File: src/rtl/uart_pkg.sv
// Shared UART definitions: frame constants, receiver state encoding and a
// byte-lane packing helper used by the serial word receiver and transmitter.
package uart_pkg;

   localparam int DATA_BITS  = 8;
   localparam int STOP_BITS  = 1;
   localparam int WORD_BYTES = 4;

   typedef enum logic [2:0] {
      ST_IDLE    = 3'd0,
      ST_START   = 3'd1,
      ST_DATA    = 3'd2,
      ST_STOP    = 3'd3,
      ST_CLEANUP = 3'd4
   } rx_state_e;

   // Places a byte into a word MSB-first: lane 0 is bits [31:24], lane 3 is [7:0].
   function automatic logic [31:0] pack_byte(input logic [31:0] word,
                                             input logic [1:0]  lane,
                                             input logic [7:0]  data);
      logic [31:0] result;
      result = word;
      case (lane)
         2'd0:    result[31:24] = data;
         2'd1:    result[23:16] = data;
         2'd2:    result[15:8]  = data;
         default: result[7:0]   = data;
      endcase
      return result;
   endfunction

endpackage

File: src/rtl/uart_rx_byte.sv
// 8N1 UART byte receiver: synchronizes the line, samples mid-bit and presents
// each accepted byte (or a framing error) as a one-cycle registered strobe.
module uart_rx_byte
   import uart_pkg::*;
#(
   parameter int CLKS_PER_BIT = 20
) (
   input  logic       clock,
   input  logic       reset_n,
   input  logic       i_serial,
   output logic [7:0] o_byte,
   output logic       o_byte_valid,
   output logic       o_frame_err,
   output logic       o_accept,
   output logic       o_reject,
   output logic [7:0] o_data
);

   localparam int              CW   = $clog2(CLKS_PER_BIT);
   localparam logic [CW-1:0]   LAST = CW'(CLKS_PER_BIT - 1);
   localparam logic [CW-1:0]   HALF = CW'(CLKS_PER_BIT / 2);

   rx_state_e     state_q, state_d;
   logic [1:0]    sync_q, sync_d;
   logic [CW-1:0] cnt_q, cnt_d;
   logic [2:0]    bit_q, bit_d;
   logic [7:0]    shift_q, shift_d;
   logic [7:0]    byte_q, byte_d;
   logic          byte_valid_q, byte_valid_d;
   logic          frame_err_q, frame_err_d;
   logic          rx;
   logic          accept;
   logic          reject;

   assign rx = sync_q[1];

   always_ff @(posedge clock) begin
      if (!reset_n) begin
         sync_q       <= 2'b11;
         state_q      <= ST_IDLE;
         cnt_q        <= '0;
         bit_q        <= '0;
         shift_q      <= '0;
         byte_q       <= '0;
         byte_valid_q <= 1'b0;
         frame_err_q  <= 1'b0;
      end else begin
         sync_q       <= sync_d;
         state_q      <= state_d;
         cnt_q        <= cnt_d;
         bit_q        <= bit_d;
         shift_q      <= shift_d;
         byte_q       <= byte_d;
         byte_valid_q <= byte_valid_d;
         frame_err_q  <= frame_err_d;
      end
   end

   always_comb begin
      sync_d   = {sync_q[0], i_serial};
      state_d  = state_q;
      cnt_d    = cnt_q;
      bit_d    = bit_q;
      shift_d  = shift_q;
      byte_d   = byte_q;
      accept   = 1'b0;
      reject   = 1'b0;

      case (state_q)
         ST_IDLE: begin
            cnt_d = '0;
            bit_d = '0;
            if (!rx) state_d = ST_START;
         end
         // A line that has gone high again by mid start bit was a glitch.
         ST_START: begin
            if (cnt_q == HALF) begin
               cnt_d   = '0;
               state_d = rx ? ST_IDLE : ST_DATA;
            end else begin
               cnt_d = cnt_q + 1'b1;
            end
         end
         ST_DATA: begin
            if (cnt_q == LAST) begin
               cnt_d   = '0;
               shift_d = {rx, shift_q[7:1]};
               bit_d   = bit_q + 1'b1;
               if (bit_q == 3'(DATA_BITS - 1)) state_d = ST_STOP;
            end else begin
               cnt_d = cnt_q + 1'b1;
            end
         end
         ST_STOP: begin
            if (cnt_q == LAST) begin
               cnt_d   = '0;
               state_d = ST_CLEANUP;
               if (rx) begin
                  accept = 1'b1;
                  byte_d = shift_q;
               end else begin
                  reject = 1'b1;
               end
            end else begin
               cnt_d = cnt_q + 1'b1;
            end
         end
         ST_CLEANUP: state_d = ST_IDLE;
         default:    state_d = ST_IDLE;
      endcase

      byte_valid_d = accept;
      frame_err_d  = reject;
   end

   // o_accept/o_reject fire on the stop-bit sample edge so the word logic can
   // register its result alongside the byte strobes.
   assign o_byte       = byte_q;
   assign o_byte_valid = byte_valid_q;
   assign o_frame_err  = frame_err_q;
   assign o_accept     = accept;
   assign o_reject     = reject;
   assign o_data       = shift_q;

endmodule

File: src/rtl/serial_to_word_rx.sv
// UART receiver that reports every byte and, in word mode, packs four bytes
// MSB-first into a 32-bit word. Outputs are valid-only strobes with no ready.
module serial_to_word_rx
   import uart_pkg::*;
#(
   parameter int CLKS_PER_BIT = 20
) (
   input  logic        clock,
   input  logic        reset_n,
   input  logic        i_serial,
   input  logic        i_mode_select,
   output logic [7:0]  o_byte,
   output logic        o_byte_valid,
   output logic [31:0] o_word,
   output logic        o_word_valid,
   output logic        o_frame_err
);

   logic        rx_accept;
   logic        rx_reject;
   logic [7:0]  rx_data;

   logic        mode_q, mode_d;
   logic [1:0]  idx_q, idx_d;
   logic [31:0] buf_q, buf_d;
   logic [31:0] word_q, word_d;
   logic        word_valid_q, word_valid_d;
   logic        mode_change;

   uart_rx_byte #(
      .CLKS_PER_BIT (CLKS_PER_BIT)
   ) u_rx (
      .clock        (clock),
      .reset_n      (reset_n),
      .i_serial     (i_serial),
      .o_byte       (o_byte),
      .o_byte_valid (o_byte_valid),
      .o_frame_err  (o_frame_err),
      .o_accept     (rx_accept),
      .o_reject     (rx_reject),
      .o_data       (rx_data)
   );

   always_ff @(posedge clock) begin
      if (!reset_n) begin
         mode_q       <= 1'b0;
         idx_q        <= '0;
         buf_q        <= '0;
         word_q       <= '0;
         word_valid_q <= 1'b0;
      end else begin
         mode_q       <= mode_d;
         idx_q        <= idx_d;
         buf_q        <= buf_d;
         word_q       <= word_d;
         word_valid_q <= word_valid_d;
      end
   end

   assign mode_change = (i_mode_select != mode_q);

   always_comb begin
      mode_d       = i_mode_select;
      idx_d        = idx_q;
      buf_d        = buf_q;
      word_d       = word_q;
      word_valid_d = 1'b0;

      // The registered mode governs the byte being accepted, so a byte that
      // lands with a mode edge is counted under the old mode.
      if (rx_accept && mode_q) begin
         buf_d = pack_byte(buf_q, idx_q, rx_data);
         if (idx_q == 2'(WORD_BYTES - 1)) begin
            word_d       = buf_d;
            word_valid_d = 1'b1;
            idx_d        = '0;
         end else begin
            idx_d = idx_q + 1'b1;
         end
      end

      if (rx_reject)   idx_d = '0;
      if (mode_change) idx_d = '0;
   end

   assign o_word       = word_q;
   assign o_word_valid = word_valid_q;

endmodule

File: config.mk
export PLATFORM = sky130hd
export DESIGN_NAME = serial_to_word_rx
export DESIGN_NICKNAME = d
export VERILOG_FILES = /design/src/rtl/uart_pkg.sv /design/src/rtl/uart_rx_byte.sv /design/src/rtl/serial_to_word_rx.sv
export SDC_FILE = /design/constraint.sdc
export NUM_CORES = 1
export LEC_CHECK = 0
export CAP_MARGIN = 40
export CORE_MARGIN = 3
export CORE_UTILIZATION = 45
export DETAILED_ROUTE_END_ITERATION = 10
export GPL_TIMING_DRIVEN = 0
export HOLD_SLACK_MARGIN = 0.02
export PLACE_DENSITY = 0.68
export SLEW_MARGIN = 30
export SYNTH_ARGS = -nofsm -noshare
export SYNTH_HDL_FRONTEND = slang
export SYNTH_SLANG_ARGS = --single-unit
export TNS_END_PERCENT = 30
File: constraint.sdc
create_clock -name clock -period 1.89 [get_ports clock]
set_input_delay 0.567 -clock clock [delete_from_list [all_inputs] [get_ports clock]]
set_output_delay 0.567 -clock clock [all_outputs]
set_load 0.05 [all_outputs]
# Yosys cells after proc, flatten, opt, wreduce, memory -nomap -nowiden
# Cells that the tools add are included.
# totals
out_inout_bits,43
reg_bits,99
# op_classes
add_sub_neg,3
n_bitwise,1
reduce_logical,14
mux,24
eq_ne,15
# op_table
cell,count
8-bit two-way mux,4
3-bit two-way mux,6
5-bit one-hot mux with 3 select lines,1
3-bit one-hot mux with 4 select lines,1
5-bit two-way mux,2
"2-bit by 1-bit inequality test with 1-bit output, second input constant",4
2-bit AND reduction,4
1-bit two-way mux,7
"3-bit by 2-bit == test with 1-bit output, second input constant",2
3-bit one-hot mux with 2 select lines,1
3-bit OR reduction,2
"5-bit by 1-bit adder with 5-bit output, second input constant",1
"5-bit by 4-bit == test with 1-bit output, second input constant",1
"5-bit == test, second input constant",1
5-bit AND reduction,1
"2-bit == test, second input constant",2
2-bit two-way mux,2
"3-bit by 1-bit adder with 3-bit output, second input constant",1
"3-bit by 1-bit == test with 1-bit output, second input constant",1
"3-bit == test, second input constant",1
3-bit logical NOT,1
3-bit AND reduction,1
3-bit nonzero test,1
"2-bit by 1-bit adder with 2-bit output, second input constant",1
8 further kinds,8

# Longest topological paths before layout
# Gate-level depths: netlist of the first run.
# depth
depth_word,5
depth_mapped,9
ltp_nobuf,6

# Hierarchy
# A second synthesis of the first run with hierarchy kept.
# unflattened
cells_unflattened,394
hier_area_um2,3947.5
# by_module_without_submodules
module,area_each_um2,cells_per_inst,instances
serial_to_word_rx,2658.8,246,1
uart_rx_byte,1288.7,148,1

# Worst setup path after synthesis of the first run
# OpenSTA, ideal clock, no wires.
# synth_path
path_kind,reg2reg
from,reg u_rx.cnt_q[0]
to,reg buf_q[14]
t_arrival_ps,1665
setup_ps,118
setup_slack_ps,107
required_ps,1772
path_stages_with_launch,8
path_cell_list,dfxtp_1 > ha_1 > nand4bb_4 > or4_1 > buf_2 > buf_6 > nand3_1 > o21ai_1
# synth_via
elab_chain_cells,4
# synth_lines
element,line,text
"start, declared",uart_rx_byte.sv:25,"logic [CW-1:0] cnt_q, cnt_d;"
"start signal, assigned",uart_rx_byte.sv:50,cnt_q <= cnt_d;
5-bit == test,uart_rx_byte.sv:95,if (cnt_q == LAST) begin
1-bit two-way mux,uart_rx_byte.sv:95,
1-bit two-way mux,uart_rx_byte.sv:69,case (state_q)
1-bit logical AND,serial_to_word_rx.sv:71,if (rx_accept && mode_q) begin
"end signal, assigned",serial_to_word_rx.sv:54,buf_q <= buf_d;
"end, declared",serial_to_word_rx.sv:25,"logic [31:0] buf_q, buf_d;"
# Every way passes these cells.
# A chain may end at the register's enable or synchronous reset.

# Final worst setup path of the first run
# layout_path
from,reg word_q[9] (netlist: o_word[9])
to,out o_word[9]
# layout_rtl
element,line,text
"start, declared",serial_to_word_rx.sv:26,"logic [31:0] word_q, word_d;"
"start signal, assigned",serial_to_word_rx.sv:55,word_q <= word_d;
"end, declared",serial_to_word_rx.sv:14,"output logic [31:0] o_word,"
# No word-level cell between the ends.

==> impl_metrics.toml, run 1 <==
[die]
die_h_um = 96.8
rows = 32
start_util_pct = 47.3
core-area_mm2 = 0.00785
die-area_mm2 = 0.00937
dieWidth_um = 96.8
ios = 47

[timing]
whs_ns = 0.419
worstMarginPinSlew_ns = 0.835
setup_viol = 0
layout_min_cycle_time_ns = 1.84
hold_viol_final = 0
setup_tns_ns = 0
clock_skew_ns = 0.00848
slew_headroom_pct = 43.9
slew_viol_final = 0
fin_crit_sh_pct = 97.1
fmax_mhz = 545

[worst_hold_path]
hold_path.class = "reg -> reg"
whs_path_depth = 1

[place]
dpl.hpwl_mm = 6.08
dp.cells = 538
portBuffers = 45
gp_congestion = 0.829

[yosys]
yosysMostFrequentCell = "dfxtp_1"
synthTopCellsByCount = "dfxtp_1, nand3_1, mux2i_1"
synth_top_area_share_pct = 49.1
synthArstFlopShare_pct = 0
ys.flop_type = "dfxtp_1"
synthTopCellsByArea = "dfxtp_1, mux2i_1, nand3_1"
synthCells = 391
yosysWarnings = 0
synth_area_leader_cell = "dfxtp_1"
synth_area_mm2 = 0.00371
ys_ff_latch = 91
synth_nets = 403
synth_enable_flop_cells = 0
ys_seq_area_share_pct = 49.1
ys_types = 41
syn_area_per_cell_um2 = 9.49

[run_status]
status = "completed"

[route]
drt_iter0_markers = 147
drcViolationCount = 0
wire_per_inst_um = 15.7
antenna_left = 0
wirelength_mm = 8.72
vias_per_cell = 5.42
dr.pass1.iters = 5
vias = 3020

[critical_path]
path_depth = 1
required_ns = 1.32
path_buf_inv = 1
crit_path_end_kind = "primary output"
ff2ff_setup_slack_ns = 0.08
crit_chain = "dlygate4sd2_1"
ff2ff_path_depth = 7
slowest_delay_ns = 0.54
arrival_ns = 1.27
crit_type = "reg -> out"
critPathLaunchType = "flip-flop"
crit_start = "o_word[9]$_SDFFE_PN0P_"
r2r-end = "buf_q[22]$_SDFFE_PN0P_"
cp_top_family = "buffers and inverters"
r2r_start = "u_rx.cnt_q[1]$_SDFFE_PN0P_"
slowest_stage = "dlygate4sd2_1"
endpoint = "o_word[9]"
crit_path_max_fanout = 2

[power_and_ir_drop]
p_total_uw = 3400
leakagePower_uw = 0.00182
cellPowerDensity_mw_per_mm2 = 750
peakVddDrop_v = 0.000438

[clock_network]
cts_max_level = 3
numCtsBuffers = 9
clock_latency_ns = 0.36
cts_root_buf = "clkbuf_8"
tritoncts = "yes"
path_clk_slew_ns = 0.09
clock_sinks = 91
clockBufferDepth = 2

[cells_and_area]
num-fill-cells = 734
drive_gt1_share_pct = 12.3
layout.cells.non_filler = 557
synthToLayoutAreaGrowth_pct = 22.2
fin_nets = 462
antenna_cells = 0

[global_routing]
grt_max_degree = 17
track_usage_pct = 18.5
grt_pass1_vias = 2756
grt_overflow = 0
antenna_found_initial = 0
grt_pass1_wl_mm = 14.1

[run]
maxCapViolations = 0
==> layout by cell type, fill, tap and decap left out, types with 2 or more instances in the layout <==
cell	count
nand2b_1	3
nor2b_1	2
o21ai_1	24
nor2_1	23
or3_1	3
and3_1	3
clkinvlp_4	2
clkdlybuf4s50_1	2
dfxtp_2	2
nor3_1	5
nand3_1	43
or4_1	2
clkbuf_8	9
a21oi_1	4
nand3b_1	2
mux2i_1	41
o2bb2ai_1	24
buf_1	3
buf_6	4
buf_4	7
dfxtp_1	87
dfxtp_4	2
o21ai_0	12
dlygate4sd2_1	43
buf_2	9
clkbuf_1	16
inv_2	2
inv_1	4
ha_1	6
nand2_1	38
==> registers in the layout (all words and copies together) (netlist names) <==
signal	cells
u_rx.o_byte	8
u_rx.cnt_q	5
u_rx.o_byte_valid	1
buf_q	24
u_rx.o_data	8
o_word	32
u_rx.sync_q	2
idx_q	2
u_rx.o_frame_err	1
mode_q	1
u_rx.bit_q	3
u_rx.state_q	3
o_word_valid	1
==> worst min-delay path by stage <==
stage	startpoint	endpoint	slack [ns]
floorplan	u_rx.sync_q[0]$_SDFF_PN1_	u_rx.sync_q[1]$_SDFF_PN1_	0.39
global placement	u_rx.sync_q[0]$_SDFF_PN1_	u_rx.sync_q[1]$_SDFF_PN1_	0.39
detailed placement	u_rx.sync_q[0]$_SDFF_PN1_	u_rx.sync_q[1]$_SDFF_PN1_	0.41
CTS	u_rx.sync_q[0]$_SDFF_PN1_	u_rx.sync_q[1]$_SDFF_PN1_	0.43
global route	u_rx.sync_q[0]$_SDFF_PN1_	u_rx.sync_q[1]$_SDFF_PN1_	0.44
finish	u_rx.sync_q[0]$_SDFF_PN1_	u_rx.sync_q[1]$_SDFF_PN1_	0.42
==> area by class of cell <==
| cell class | instances | area [um^2] | area share [%] |
|---|---|---|---|
| tap | 102 | 128 | 2.82 |
| buffer | 37 | 208 | 4.58 |
| multi-input combinational | 256 | 1720 | 37.9 |
| inverter | 7 | 26.3 | 0.580 |
| clock buffer | 10 | 128 | 2.82 |
| sequential | 91 | 1830 | 40.4 |
| clock inverter | 6 | 73.8 | 1.63 |
| timing repair buffer | 48 | 419 | 9.25 |
==> report_power, final <==
group          switching, uW  internal, uW
Clock                    724           628
Sequential              6.61          1920
Combinational           80.3          35.1
==> logic make-up (layout without fill, tap and decap cells) <==
kind of cell	after synthesis	count (layout)	share of synthesized area [%]
buf+inv	44	108	5.60
compound gates	71	71	12.9
flops	91	91	49.1
xor+xnor	1	1	0.236
fa+ha+maj	8	8	2.70
simple gates	135	135	18.4
mux	41	41	11.1
==> worst reg2reg max path, delay by kind of cell (launching register included) <==
kind	cells	cell delay, ns
buffers and inverters	2	0.32
adder cells (fa/ha/maj)	1	0.16
flip-flops	1	0.39
AND/OR/NAND/NOR	3	0.78
AO/OA/AOI/OAI	1	0.07
==> timing repair <==
action | CTS | global route
endpoints found under the setup margin | 103 | 49
pin swaps | 0 | 1
gates resized for setup | 53 | 19
setup buffers | 0 | 3
hold buffers | 0 | 0
==> per-stage QoR <==
stage	utilization [%]	setup slack [ns]	area [um^2]
6_report	57.8	0.0545	4530
5_1_grt	57.8	-0.00944	4530
4_1_cts	57.0	0.00487	4470
3_5_place_dp	54.6	-0.166	4290
3_3_place_gp	54.6	-0.154	4290
2_1_floorplan	-	0.107	3710
==> metal layers <==
metal	up-vias	GRT usage, %	routed length (um)
met5	-	0	0
met4	0	7.67	147
met3	11	3.82	424
met2	87	28.8	3990
met1	1426	25.2	4160
li1	1496	-	-
(Power assumes the default switching activity.)
==> inputs of run 2 (changes only) <==
- CORE_UTILIZATION: 45 -> 35
- PLACE_DENSITY: 0.68 -> 0.55
==> run 2 against run 1 <==
Compared with the run above: utilization shrank 12 points; largest cell class unchanged; critical endpoint is now buf_q[28]$_SDFFE_PN0P_; die area is 27% higher; count of clock-buffer cells in the layout unchanged; total power shrank 0.34%; first-iteration DRC count is 45% lower; sequential power hardly changed; worst hold slack improved by 0.0035 ns; final area increased by 2.3%; worst setup slack better by 0.024 ns; cell count up 6.6%.
==> impl_metrics.toml, run 2 (synthesis results as in run 1) <==
[run_status]
status = "completed"

[clock_network]
cts_hold_buf = 0
numCtsBuffers = 9
clock_sinks = 91
tritoncts = "yes"
cts_root_buf = "clkbuf_8"
clockBufferDepth = 2
clock_latency_ns = 0.36
path_clk_slew_ns = 0.09
cts_max_level = 3

[timing]
clock_skew_ns = 0.0147
layout_min_cycle_time_ns = 1.81
setup_tns_ns = 0
setup_viol = 0
worstMarginPinSlew_ns = 0.746
hold_viol_final = 0
fin_crit_sh_pct = 95.9
fmax_mhz = 552
slew_viol_final = 0
rsz0062_at_grt = "false"
slew_headroom_pct = 49.9
whs_ns = 0.422

[global_routing]
grt_overflow = 0
grt_pass1_vias = 2859
track_usage_pct = 16.1
antenna_found_initial = 0
grt_pass1_wl_mm = 14.7
grt_max_degree = 17

[place]
dp.cells = 569
portBuffers = 45
gp_congestion = 0.833
dpl.hpwl_mm = 6.42

[worst_hold_path]
hold_path.class = "reg -> reg"

[route]
drcViolationCount = 0
vias_per_cell = 4.96
antenna_left = 0
dr.pass1.iters = 4
wirelength_mm = 9.06
vias = 2946
drt_iter0_markers = 81
wire_per_inst_um = 15.3

[run]
maxCapViolations = 0

[cells_and_area]
final_common_cell = "dfxtp_1"
finish.utilization_pct = 46.2
num-fill-cells = 1027
synthToLayoutAreaGrowth_pct = 25.0
largest_reg_flops = 32
layout.cells.non_filler = 594
drive_gt1_share_pct = 12.6
layout_common_cells = "dfxtp_1, nand3_1, dlygate4sd2_1"
fin_nets = 468
antenna_cells = 0

[die]
die-area_mm2 = 0.0119
rows = 36
ios = 47
die_h_um = 109
core-area_mm2 = 0.0100
dieWidth_um = 109
start_util_pct = 36.9

[power_and_ir_drop]
leakagePower_uw = 0.00186
peakVddDrop_v = 0.000406
cellPowerDensity_mw_per_mm2 = 730

[critical_path]
critPathLaunchType = "flip-flop"
required_ns = 2.14
arrival_ns = 2.06
crit_path_max_fanout = 10
ff2ff_setup_slack_ns = 0.08
crit_type = "reg -> reg"
crit_path_end_kind = "flip-flop"
run 2: worst paths after layout:
path | cells after the start | startpoint | endpoint
max | 7 | u_rx.cnt_q[0]$_SDFFE_PN0P_ | buf_q[28]$_SDFFE_PN0P_
min | 1 | u_rx.sync_q[0]$_SDFF_PN1_ | u_rx.sync_q[1]$_SDFF_PN1_
max reg2reg | 7 | u_rx.cnt_q[0]$_SDFFE_PN0P_ | buf_q[28]$_SDFFE_PN0P_
min reg2reg | 1 | u_rx.sync_q[0]$_SDFF_PN1_ | u_rx.sync_q[1]$_SDFF_PN1_
run 2: critical path: stages, from the launching register on:
cell and delay [ns]:
dfxtp_4 0.39, ha_4 0.16, nand4bb_4 0.16, or4_4 0.54, buf_4 0.18, buf_6 0.14
nand3_1 0.07, o21ai_1 0.07
run 2: cell type report:
cell class,instances,area (um^2),share of cell area [%]
plain buffers,37,223,4.80
clock buffers,10,128,2.75
clock inverters,6,72.6,1.57
inverters,7,26.3,0.567
multi-input cells,256,1730,37.3
flip-flops and latches,91,1830,39.4
well taps,133,166,3.59
repair buffers,54,464,10.0
run 2: power by group:
group	total, uW	internal [uW]	switching, uW
registers	1930	1920	8.05
clock network	1330	626	708
logic	120	39.8	80.6
total	3390	2590	796
run 2: timing repair:
item | 4_1_cts | 5_1_grt
endpoints found under the hold margin | 0 | 0
setup buffers | 0 | 9
endpoints found under the setup margin | 103 | 55
resized for setup | 53 | 25
pin swaps | 0 | 2
run 2: through the flow:
step,power [uW],instance area (um^2),worst slack [ns]
detailed placement,2090,4330,-0.152
finish,3390,4640,0.0782
global route,3510,4640,0.000968
CTS,3420,4510,0.00685
floorplan,2050,3710,0.107
global placement,2090,4330,-0.128
run 2: metal layers:
metal | wire, um | up-vias | track usage, %
met5 | 0 | - | 0
met4 | 83 | 0 | 3.79
met3 | 301 | 7 | 4.03
met2 | 4280 | 43 | 25.5
met1 | 4400 | 1388 | 22.1
li1 | - | 1508 | -
